### config.mk
export PLATFORM = sky130hd
export DESIGN_NAME = svp_dump_formatter_flat
export DESIGN_NICKNAME = d
export VERILOG_FILES = /design/src/rtl/svp_dump_formatter_if.sv /design/src/rtl/svp_dump_formatter.sv /design/src/flat_wrapper.sv
export SDC_FILE = /design/constraint.sdc
export NUM_CORES = 1
export LEC_CHECK = 0
export CAP_MARGIN = 30
export CORE_MARGIN = 2
export CORE_UTILIZATION = 50
export DETAILED_ROUTE_END_ITERATION = 8
export PLACE_DENSITY = 0.91
export SETUP_SLACK_MARGIN = 0.5
export SLEW_MARGIN = 20
export SYNTH_ARGS = -nofsm -noshare
export SYNTH_HDL_FRONTEND = slang
export SYNTH_SLANG_ARGS = --single-unit
### constraint.sdc
create_clock -name clk -period 4.4 [get_ports clk]
set_input_delay 0.66 -clock clk [delete_from_list [all_inputs] [get_ports clk]]
set_output_delay 0.66 -clock clk [all_outputs]
set_load 0.03 [all_outputs]
### src/rtl/svp_dump_formatter_if.sv
// Sample-capture and record-stream bundle for svp_dump_formatter.
// The master side feeds samples and accepts records; the formatter is the slave.
`timescale 1ns/1ps
interface svp_dump_formatter_if #(
    parameter int WIDTH = 8,
    parameter int SIZE  = 1
);
    logic                    sample_valid;
    logic [WIDTH*SIZE-1:0]   sample_data;
    logic                    sample_ready;
    logic                    rec_valid;
    logic                    rec_ready;
    logic [63:0]             rec_data;
    logic [7:0]              rec_chan;
    logic [15:0]             rec_idx;
    logic                    rec_last;
    logic [31:0]             rec_seq;
    logic [15:0]             drop_cnt;

    modport master (
        output sample_valid, sample_data, rec_ready,
        input  sample_ready, rec_valid, rec_data, rec_chan, rec_idx,
               rec_last, rec_seq, drop_cnt
    );

    modport slave (
        input  sample_valid, sample_data, rec_ready,
        output sample_ready, rec_valid, rec_data, rec_chan, rec_idx,
               rec_last, rec_seq, drop_cnt
    );
endinterface

### src/rtl/svp_dump_formatter.sv
// Captures one packed sample per strobe and streams its elements out as
// 64-bit sign/zero-extended records tagged with channel, index and sequence.
`timescale 1ns/1ps
module svp_dump_formatter #(
    parameter int WIDTH   = 8,
    parameter int SIZE    = 1,
    parameter int SIGNED  = 0,
    parameter int CHAN_ID = 0
) (
    input  logic                    clk,
    input  logic                    rst,
    svp_dump_formatter_if.slave     bus
);

    localparam int          DW       = WIDTH * SIZE;
    localparam logic [15:0] LAST_IDX = 16'(SIZE - 1);
    // Upper bits filled by sign extension; empty when the element is already 64 bits.
    localparam logic [63:0] EXT_MASK = (WIDTH >= 64) ? 64'd0 : ~((64'd1 << WIDTH) - 64'd1);

    function automatic logic [WIDTH-1:0] pick(input logic [DW-1:0] v, input logic [15:0] idx);
        logic [DW-1:0] sh;
        sh = v >> (32'(idx) * 32'(WIDTH));
        return sh[WIDTH-1:0];
    endfunction

    function automatic logic [63:0] extend(input logic [WIDTH-1:0] e);
        logic [63:0] r;
        r = 64'd0;
        r[WIDTH-1:0] = e;
        if ((SIGNED != 0) && e[WIDTH-1]) begin
            r = r | EXT_MASK;
        end else begin
            r = r;
        end
        return r;
    endfunction

    logic            busy_r;
    logic            last_r;
    logic [15:0]     idx_r;
    logic [15:0]     drop_r;
    logic [31:0]     seq_r;
    logic [63:0]     data_r;
    logic [DW-1:0]   buf_r;

    logic            xfer_s;
    logic            done_s;
    logic            ready_s;
    logic            cap_s;
    logic            drop_s;
    logic [15:0]     nxt_idx_s;
    logic [63:0]     cap_data_s;
    logic [63:0]     nxt_data_s;

    // Handshake decode and next-record data for both capture and advance paths.
    always_comb begin
        xfer_s     = busy_r & bus.rec_ready;
        done_s     = xfer_s & last_r;
        ready_s    = ~rst & (~busy_r | done_s);
        cap_s      = bus.sample_valid & ready_s;
        drop_s     = bus.sample_valid & ~ready_s;
        nxt_idx_s  = idx_r + 16'd1;
        cap_data_s = extend(pick(bus.sample_data, 16'd0));
        nxt_data_s = extend(pick(buf_r, nxt_idx_s));
    end

    // Sample buffer, emission state and counters.
    always_ff @(posedge clk or posedge rst) begin
        if (rst) begin
            busy_r <= 1'b0;
            last_r <= 1'b0;
            idx_r  <= 16'd0;
            drop_r <= 16'd0;
            seq_r  <= 32'd0;
            data_r <= 64'd0;
            buf_r  <= '0;
        end else begin
            if (drop_s && (drop_r != 16'hFFFF)) begin
                drop_r <= drop_r + 16'd1;
            end else begin
                drop_r <= drop_r;
            end

            if (done_s) begin
                seq_r <= seq_r + 32'd1;
            end else begin
                seq_r <= seq_r;
            end

            // A capture wins over going idle so back-to-back samples need no bubble.
            if (cap_s) begin
                buf_r  <= bus.sample_data;
                busy_r <= 1'b1;
                idx_r  <= 16'd0;
                last_r <= (LAST_IDX == 16'd0);
                data_r <= cap_data_s;
            end else if (done_s) begin
                busy_r <= 1'b0;
                idx_r  <= 16'd0;
                last_r <= 1'b0;
            end else if (xfer_s) begin
                idx_r  <= nxt_idx_s;
                last_r <= (nxt_idx_s == LAST_IDX);
                data_r <= nxt_data_s;
            end else begin
                busy_r <= busy_r;
            end
        end
    end

    assign bus.sample_ready = ready_s;
    assign bus.rec_valid    = busy_r;
    assign bus.rec_data     = data_r;
    assign bus.rec_chan     = 8'(CHAN_ID);
    assign bus.rec_idx      = idx_r;
    assign bus.rec_last     = last_r;
    assign bus.rec_seq      = seq_r;
    assign bus.drop_cnt     = drop_r;

endmodule

### src/flat_wrapper.sv
// flat-port wrapper written by rule: the top's interface ports become plain ports
module svp_dump_formatter_flat 
#(
    parameter int WIDTH   = 8,
    parameter int SIZE    = 1,
    parameter int SIGNED  = 0,
    parameter int CHAN_ID = 0
)
  (clk, rst, bus_sample_valid, bus_sample_data, bus_rec_ready, bus_sample_ready, bus_rec_valid, bus_rec_data, bus_rec_chan, bus_rec_idx, bus_rec_last, bus_rec_seq, bus_drop_cnt);
  svp_dump_formatter_if #(.WIDTH(WIDTH), .SIZE(SIZE)) bus_i ();
  input  logic clk;
  input  logic rst;
  input wire logic [$bits(bus_i.sample_valid)-1:0] bus_sample_valid;
  input wire logic [$bits(bus_i.sample_data)-1:0] bus_sample_data;
  input wire logic [$bits(bus_i.rec_ready)-1:0] bus_rec_ready;
  output wire logic [$bits(bus_i.sample_ready)-1:0] bus_sample_ready;
  output wire logic [$bits(bus_i.rec_valid)-1:0] bus_rec_valid;
  output wire logic [$bits(bus_i.rec_data)-1:0] bus_rec_data;
  output wire logic [$bits(bus_i.rec_chan)-1:0] bus_rec_chan;
  output wire logic [$bits(bus_i.rec_idx)-1:0] bus_rec_idx;
  output wire logic [$bits(bus_i.rec_last)-1:0] bus_rec_last;
  output wire logic [$bits(bus_i.rec_seq)-1:0] bus_rec_seq;
  output wire logic [$bits(bus_i.drop_cnt)-1:0] bus_drop_cnt;
  assign bus_i.sample_valid = bus_sample_valid;
  assign bus_i.sample_data = bus_sample_data;
  assign bus_i.rec_ready = bus_rec_ready;
  assign bus_sample_ready = bus_i.sample_ready;
  assign bus_rec_valid = bus_i.rec_valid;
  assign bus_rec_data = bus_i.rec_data;
  assign bus_rec_chan = bus_i.rec_chan;
  assign bus_rec_idx = bus_i.rec_idx;
  assign bus_rec_last = bus_i.rec_last;
  assign bus_rec_seq = bus_i.rec_seq;
  assign bus_drop_cnt = bus_i.drop_cnt;
  svp_dump_formatter #(.WIDTH(WIDTH), .SIZE(SIZE), .SIGNED(SIGNED), .CHAN_ID(CHAN_ID)) u_core (.clk(clk), .rst(rst), .bus(bus_i));
endmodule
[After elaboration in Yosys (flattened, before gate mapping)]
Cells that the tools add are included.
W data, S select, Z words.
Operators by class
  add/sub/neg operators: 3
  equal/unequal tests: 2
  shift operators: 1
  muxes and demuxes: 11
  bitwise operators: 9
  reductions and logical operators: 6
Operators by type and width (count)
  $mux W64: 3
  $mux W16: 3
  $add A16 B1 Y16 const B: 2
  $add A32 B1 Y32 const B: 1
  $shr A8 B19 Y8: 1
  $logic_not A16 Y1: 1
  $ne A16 B16 Y1 const B: 1
  $and A1 B1 Y1: 5
  $mux W1: 5
  $reduce_bool A2 Y1: 2
  $not A1 Y1: 3
  $reduce_bool A3 Y1: 1
  $ne A2 B2 Y1 const B: 1
  $reduce_and A2 Y1: 1
  $logic_and A1 B1 Y1: 1
  $or A1 B1 Y1: 1
Word-level totals
  register bits: 138
  input port bits: 12
  output and inout port bits: 139
  logic and storage cells: 39

[Logic depth before layout (Yosys ltp)]
Gate-level depths: netlist of the first run.
  word-level depth: 7
  depth in mapped cells: 7
  mapped depth without buffers: 6

[Worst setup path before layout of the first run]
OpenSTA, ideal clock, no wires.
  path kind: flip-flop to flip-flop
  start point: register u_core.idx_r[1] (netlist: u_core.bus.rec_idx[1])
  end point: register u_core.data_r[0] (netlist: u_core.bus.rec_data[0])
  setup time: 0.104 ns
  arrival time: 2.386 ns
  required time: 4.296 ns
  slack: 1.910 ns
  stages on the path, launching flop included: 7
  buffers on the path: 0
  period minus slack after synthesis: 2.490 ns
  cells stage by stage: dfrtp_1 > ha_1 > nand3_1 > nor3_1 > mux2i_1 > nand4_2 > o41ai_2
On the way
  word-level cells in the longest chain between the ends: 5
RTL lines
  start: declaration: RTL line svp_dump_formatter.sv:40  | logic [15:0] idx_r;
  start signal: assignment: RTL line svp_dump_formatter.sv:102  | idx_r <= nxt_idx_s;
  $add A16 B1 Y16: RTL line svp_dump_formatter.sv:62  | nxt_idx_s = idx_r + 16'd1;
  $shr A8 B19 Y8: RTL line svp_dump_formatter.sv:22  | sh = v >> (32'(idx) * 32'(WIDTH));
  $mux W64: RTL line svp_dump_formatter.sv:101  | end else if (xfer_s) begin
  $mux W64: RTL line svp_dump_formatter.sv:97  | end else if (done_s) begin
  $mux W64: RTL line svp_dump_formatter.sv:91  | if (cap_s) begin
  end signal: assignment: RTL line svp_dump_formatter.sv:96  | data_r <= cap_data_s;
  end signal: assignment: RTL line svp_dump_formatter.sv:104  | data_r <= nxt_data_s;
  end: declaration: RTL line svp_dump_formatter.sv:43  | logic [63:0] data_r;
Every way passes these cells. The select of a mux whose other input is x is not followed.
A chain may end at the register's enable or synchronous reset.

[Final worst setup path of the first run]
  start point: input port bus_rec_ready
  end point: output port bus_sample_ready
On the way
  word-level cells in the longest chain between the ends: 4
RTL lines
  start: declaration: RTL line flat_wrapper.sv:15  | input wire logic [$bits(bus_i.rec_ready)-1:0] bus_rec_ready;
  $and A1 B1 Y1: RTL line svp_dump_formatter.sv:57  | xfer_s = busy_r & bus.rec_ready;
  $and A1 B1 Y1: RTL line svp_dump_formatter.sv:58  | done_s = xfer_s & last_r;
  $or A1 B1 Y1: RTL line svp_dump_formatter.sv:59  | ready_s = ~rst & (~busy_r | done_s);
  $and A1 B1 Y1: RTL line svp_dump_formatter.sv:59
  end: declaration: RTL line flat_wrapper.sv:16  | output wire logic [$bits(bus_i.sample_ready)-1:0] bus_sample_ready;
Every way passes these cells.

==> results of run 1 <==
## path summary, 6_finish.rpt
check / from / end / cells after the start
min in group asynchronous: rst / u_core.bus.drop_cnt[10] / 2
min reg2reg: u_core.bus.rec_seq[31] / u_core.bus.rec_seq[31] / 1
max: bus_rec_ready / bus_sample_ready / 4
max in group asynchronous: rst / u_core.bus.rec_seq[5] / 4
min: u_core.bus.rec_seq[31] / u_core.bus.rec_seq[31] / 1
max reg2reg: u_core.bus.rec_idx[0] / u_core.bus.rec_data[0] / 6
## power by group
| group | total, uW | leakage, uW | switching, uW | internal (uW) |
|---|---|---|---|---|
| clock | 679 | 0.000126 | 281 | 398 |
| sequential | 1050 | 0.00108 | 156 | 896 |
| combinational | 962 | 0.00125 | 598 | 364 |
## per-layer routing
metal	vias up	share of wire, %
met5	-	0
met4	0	1.4
met3	12	6.0
met2	130	50
met1	1701	43
li1	1648	-
## per-stage QoR
step | worst slack, ps | instances
global route | 1300 | 662
CTS | 1470 | 662
detailed placement | 1480 | 646
global placement | 1510 | 645
finish | 1450 | 662
floorplan | 1630 | 526
## cell type report
cell class | instances | area share (%)
Clock buffer | 11 | 2.55
Clock inverter | 5 | 1.99
Inverter | 14 | 0.971
Multi-Input combinational cell | 348 | 38.5
Sequential cell | 82 | 37.0
Tap cell | 111 | 2.51
Timing Repair Buffer | 91 | 16.4
## flip-flops by register name (all words and copies together) (netlist names)
signal,count
u_core.buf_r,8
u_core.bus.rec_last,1
u_core.bus.rec_valid,1
u_core.bus.rec_seq,32
u_core.bus.drop_cnt,16
u_core.bus.rec_idx,16
u_core.bus.rec_data,8
## cell families (layout without fill, tap and decap cells)
group | count (synthesis) | count (layout) | share of synthesized area [%]
simple gates | 150 | 150 | 17.8
buf+inv | 96 | 121 | 14.3
flops | 82 | 82 | 44.6
compound gates | 75 | 75 | 11.6
xor+xnor | 51 | 51 | 9.70
fa+ha+maj | 4 | 4 | 1.09
mux | 4 | 4 | 0.924
other cells | 1 | 64 | 0.0814
## worst max-delay path: stages
cell	delay, ps
clkdlybuf4s50_1	610
a21boi_2	140
nor2_1	170
clkdlybuf4s50_1	700
## cell usage in the layout, fill, tap and decap left out, drive strengths merged, types with 2 or more instances in the layout
cell type / netlist / layout
clkdlybuf4s50: 0 / 86
dfrtp: 82 / 82
conb: 1 / 64
o21ai: 34 / 34
nand2: 33 / 33
xnor2: 32 / 32
nor2: 31 / 31
nand3: 25 / 25
nand4: 22 / 22
xor2: 19 / 19
inv: 14 / 14
clkbuf: 11 / 11
and3: 10 / 10
a21oi: 10 / 10
o41ai: 9 / 9
a22oi: 8 / 8
and4: 6 / 6
nor3: 5 / 5
buf: 70 / 5
o31ai: 4 / 4
ha: 4 / 4
and2: 4 / 4
or2: 3 / 3
a31oi: 3 / 3
bufinv: 0 / 3
or3: 3 / 3
nor4: 3 / 3
nand2b: 2 / 2
mux2: 2 / 2
mux2i: 2 / 2
clkinv: 0 / 2
a211o: 2 / 2
==> results.toml, run 1 <==
[outcome]
outcome = "finished, final reports clean"

[timing]
relSlewSlack_pct = 61.4
setup_violations = 0
slew_violations = 0
tightest_slew_ps = 576
max_freq_ghz = 0.339
skew_ps = 10.4
holdWs_ps = 476
fin_crit_sh_pct = 67.0
post-route-min-period_ps = 2950
rsz0062_at_grt = "false"
hold_viol = 0
fin_tns_setup_ps = 0

[die]
core-area_um2 = 9060
start_util_pct = 50.8
die_w_um = 100
dieArea_um2 = 10000
rows = 35
fp.dieH_um = 100
io_pins = 151

[drt]
drt_first_iter_violations = 134
wl_um = 9750
via_per_inst = 5.27
drc_errors = 0
wire_per_inst_um = 14.7
ant_nets = 0
drt_pass1_iterations = 4
vias = 3491

[synthesis]
synth_top_area_cell = "dfrtp_1"
avgSynthCellArea_um2 = 9.95
synth_edf_count = 0
synth.distinct_cells = 50
synth_commonest_cells = "dfrtp_1 (82), buf_4 (68), o21ai_0 (34), nand2_1 (33), xnor2_1 (32)"
yosys_register_bits = 82
synth-warning-count = 0
yosysTopAreaCellShare_pct = 44.6
synth_area_um2 = 4610
synth_most_common_cell = "dfrtp_1"
synth_top_cells_by_area = "dfrtp_1 (45%), buf_4 (11%), xnor2_1 (6.1%)"
synthArstFlopShare_pct = 100
synth.yosys.seq_area_share_pct = 44.6
synth_ff_type = "dfrtp_1"
synthesis.instances = 463

[min_path]
hold_class = "reg2reg"

[clock_tree]
path_clk_slew_ps = 80
root_buffer = "clkbuf_8"
cts_resized = 0
clkSinkCount = 82
clkLatencyLatePin_ps = 350
ctsHoldBuffers = 0
post-cts-setup-buffer-count = 0
cts_buffer_depth = 2
h-tree-depth = 3
cts-buffers-inserted = 9
cts_tree = "done"

[global_route]
grt_use_met3_pct = 4.87
grt_max_degree = 42
antenna_found_initial = 0
use_met2_pct = 32.4
grt.overflow.total = 0
busiest_layer = "met2"
grt_pass1_vias = 3191
grt_usage_pct = 19.3
gr-usage-met1_pct = 25.0
grt_pass1_wl_um = 15400

[critical_path]
worstPathRequired_ps = 3740
reg2reg_slack_ps = 1590
crit_fanout = 7
critPathArrivalTime_ps = 2290
end_kind = "output pin"
start_kind = "input pin"
worst-setup-path-type = "in2out"

[finish]
diodes = 0
drive_gt1_share_pct = 8.71
multi_input_area_um2 = 2130
seqCellArea_um2 = 2050
final_util_pct = 61.1
syn_to_final_growth_pct = 20.3
nFillCells = 716
nets = 562
finalInstanceArea_um2 = 5540

[power_and_ir_drop]
powerDensity_nw_per_um2 = 486
peakVddDrop_v = 0.000200
fin_total_pwr_uw = 2690
leakagePower_uw = 0.00245

[place]
dpl-instance-area_um2 = 5290
place_congestion = 0.839
port_buffers = 86
dp_hpwl_um = 7010

[job]
cap_violations = 0
(Power assumes the default switching activity.)
==> run 2, diff against run 1 <==
- CORE_UTILIZATION: 50 -> 42
- PLACE_DENSITY: 0.91 -> 0.82
- clock period: 4.4 -> 2.61 ns (I/O delays scaled with it)
==> results.toml, run 2 (synthesis results as in run 1) <==
[global_route]
grt.overflow.total = 0
grt_pass1_wl_um = 16500
grt_usage_pct = 17.7
antenna_found_initial = 0
grt_max_degree = 34
grt_pass1_vias = 3372

[critical_path]
crit_chain = "buf_4 -> a211o_2 -> a21oi_1 -> o221ai_1 -> a211o_4 -> o41ai_2"
reg2reg_slack_ps = 500
start_kind = "register"
reg2reg_to = "u_core.bus.rec_data[6]"
cpLargestDelayFamily = "compound AO/OA/AOI/OAI gates"
crit_fanout = 9
slowest_delay_ps = 470
rr_startpoint = "u_core.bus.rec_idx[1]"
cp.depth = 6
critPathArrivalTime_ps = 2360
startpoint = "u_core.bus.rec_idx[1]"
cp_slowest_cell = "dfrtp_2"
worstPathRequired_ps = 2860
cp.buffers_inverters = 1
rr_worst_depth = 6
worst-setup-path-type = "reg2reg"
end_kind = "register"

[clock_tree]
cts-buffers-inserted = 9
cts_buffer_depth = 2
cts_tree = "done"
clkSinkCount = 82
clkLatencyLatePin_ps = 360
root_buffer = "clkbuf_8"
path_clk_slew_ps = 90
h-tree-depth = 3

[timing]
fin_crit_sh_pct = 80.8
post-route-min-period_ps = 2110
max_freq_ghz = 0.474
fin_tns_setup_ps = 0
tightest_slew_ps = 651
slew_violations = 0
hold_viol = 0
setup_violations = 0
skew_ps = 10.2
relSlewSlack_pct = 56.5
rsz0062_at_grt = "true"

[finish]
final_common_cell = "clkdlybuf4s50_1"
final_cell_mix = "clkdlybuf4s50_1 (85), dfrtp_1 (71), conb_1 (64), o21ai_0 (34), nand2_1 (33)"
finalInstanceArea_um2 = 5840
largest_reg_flops = 32
diodes = 0
nFillCells = 954
drive_gt1_share_pct = 15.8
nets = 581
syn_to_final_growth_pct = 26.8

[die]
io_pins = 151
fp.dieH_um = 109
core-area_um2 = 10800
die_w_um = 109
rows = 38
dieArea_um2 = 11800
start_util_pct = 42.7

[drt]
wire_per_inst_um = 14.6
drt_first_iter_violations = 251
vias = 3592
drc_errors = 0
drt_pass1_iterations = 4
via_per_inst = 5.06
ant_nets = 0
wl_um = 10400

[place]
port_buffers = 86
place_congestion = 0.837
dp_hpwl_um = 7260
dpl-instance-area_um2 = 5410

[job]
cap_violations = 0

[min_path]
min_to = "u_core.bus.rec_seq[31]"
hold_class = "reg2reg"
holdPathStages = 1
min-delay-start = "u_core.bus.rec_seq[31]"

[power_and_ir_drop]
peakVddDrop_v = 0.000532
powerDensity_nw_per_um2 = 767
leakagePower_uw = 0.00256

[outcome]
outcome = "finished, final reports clean"
[run 2: metal layers]
metal | GRT usage (%) | share of wire (%) | vias up | wire length [um]
met2 | 28.9 | 49 | 143 | 5120
met1 | 23.2 | 43 | 1742 | 4490
met5 | 0 | 0 | - | 0
met3 | 3.05 | 5.6 | 14 | 582
li1 | - | - | 1693 | -
met4 | 7.69 | 1.7 | 0 | 174
[run 2: through the flow]
stage               setup WS, ps  power [uW]  hold slack [ps]  std cells  util (%)
floorplan                    504        2940              508        526         -
CTS                          472        4500              482        710      53.9
detailed placement           147        3460              466        679      50.2
finish                       502        4480              478        710      54.1
global placement             162        3390              456        678      50.1
global route                 430        4720              508        710      54.1
[run 2: repair_timing]
| action | 4_1_cts | 5_1_grt |
|---|---|---|
| gates resized for setup | 16 | 6 |
| hold buffers | 0 | 0 |
| endpoints found under the setup margin | 11 | 11 |
| setup buffers | 14 | 0 |
| gates cloned | 1 | 0 |
| pin swaps | 6 | 2 |
[run 2: how the worst max path moves through the flow]
| stage | end | slack (ps) |
|---|---|---|
| after floorplan | u_core.bus.rec_data[0] | 500 |
| after global placement | u_core.bus.rec_idx[6] | 160 |
| after detailed placement | u_core.bus.rec_data[6] | 150 |
| after CTS | u_core.bus.rec_data[7] | 470 |
| after global routing | u_core.bus.rec_data[7] | 430 |
| final | u_core.bus.rec_data[6] | 500 |
[run 2: where the power goes]
part | switching (uW) | internal, uW
Clock | 496 | 479
Combinational | 1070 | 680
Sequential | 237 | 1510
Total | 1800 | 2670
[run 2: layout make-up]
type                    instances  area [um^2]  share of cell area, %
clock buffers                  10          138                   2.36
clock inverters                 6         70.1                   1.20
inverters                      14         56.3                  0.964
multi-input cells             349         2270                   39.0
flip-flops and latches         82         2070                   35.4
well taps                     140          175                   3.00
repair buffers                109         1060                   18.1
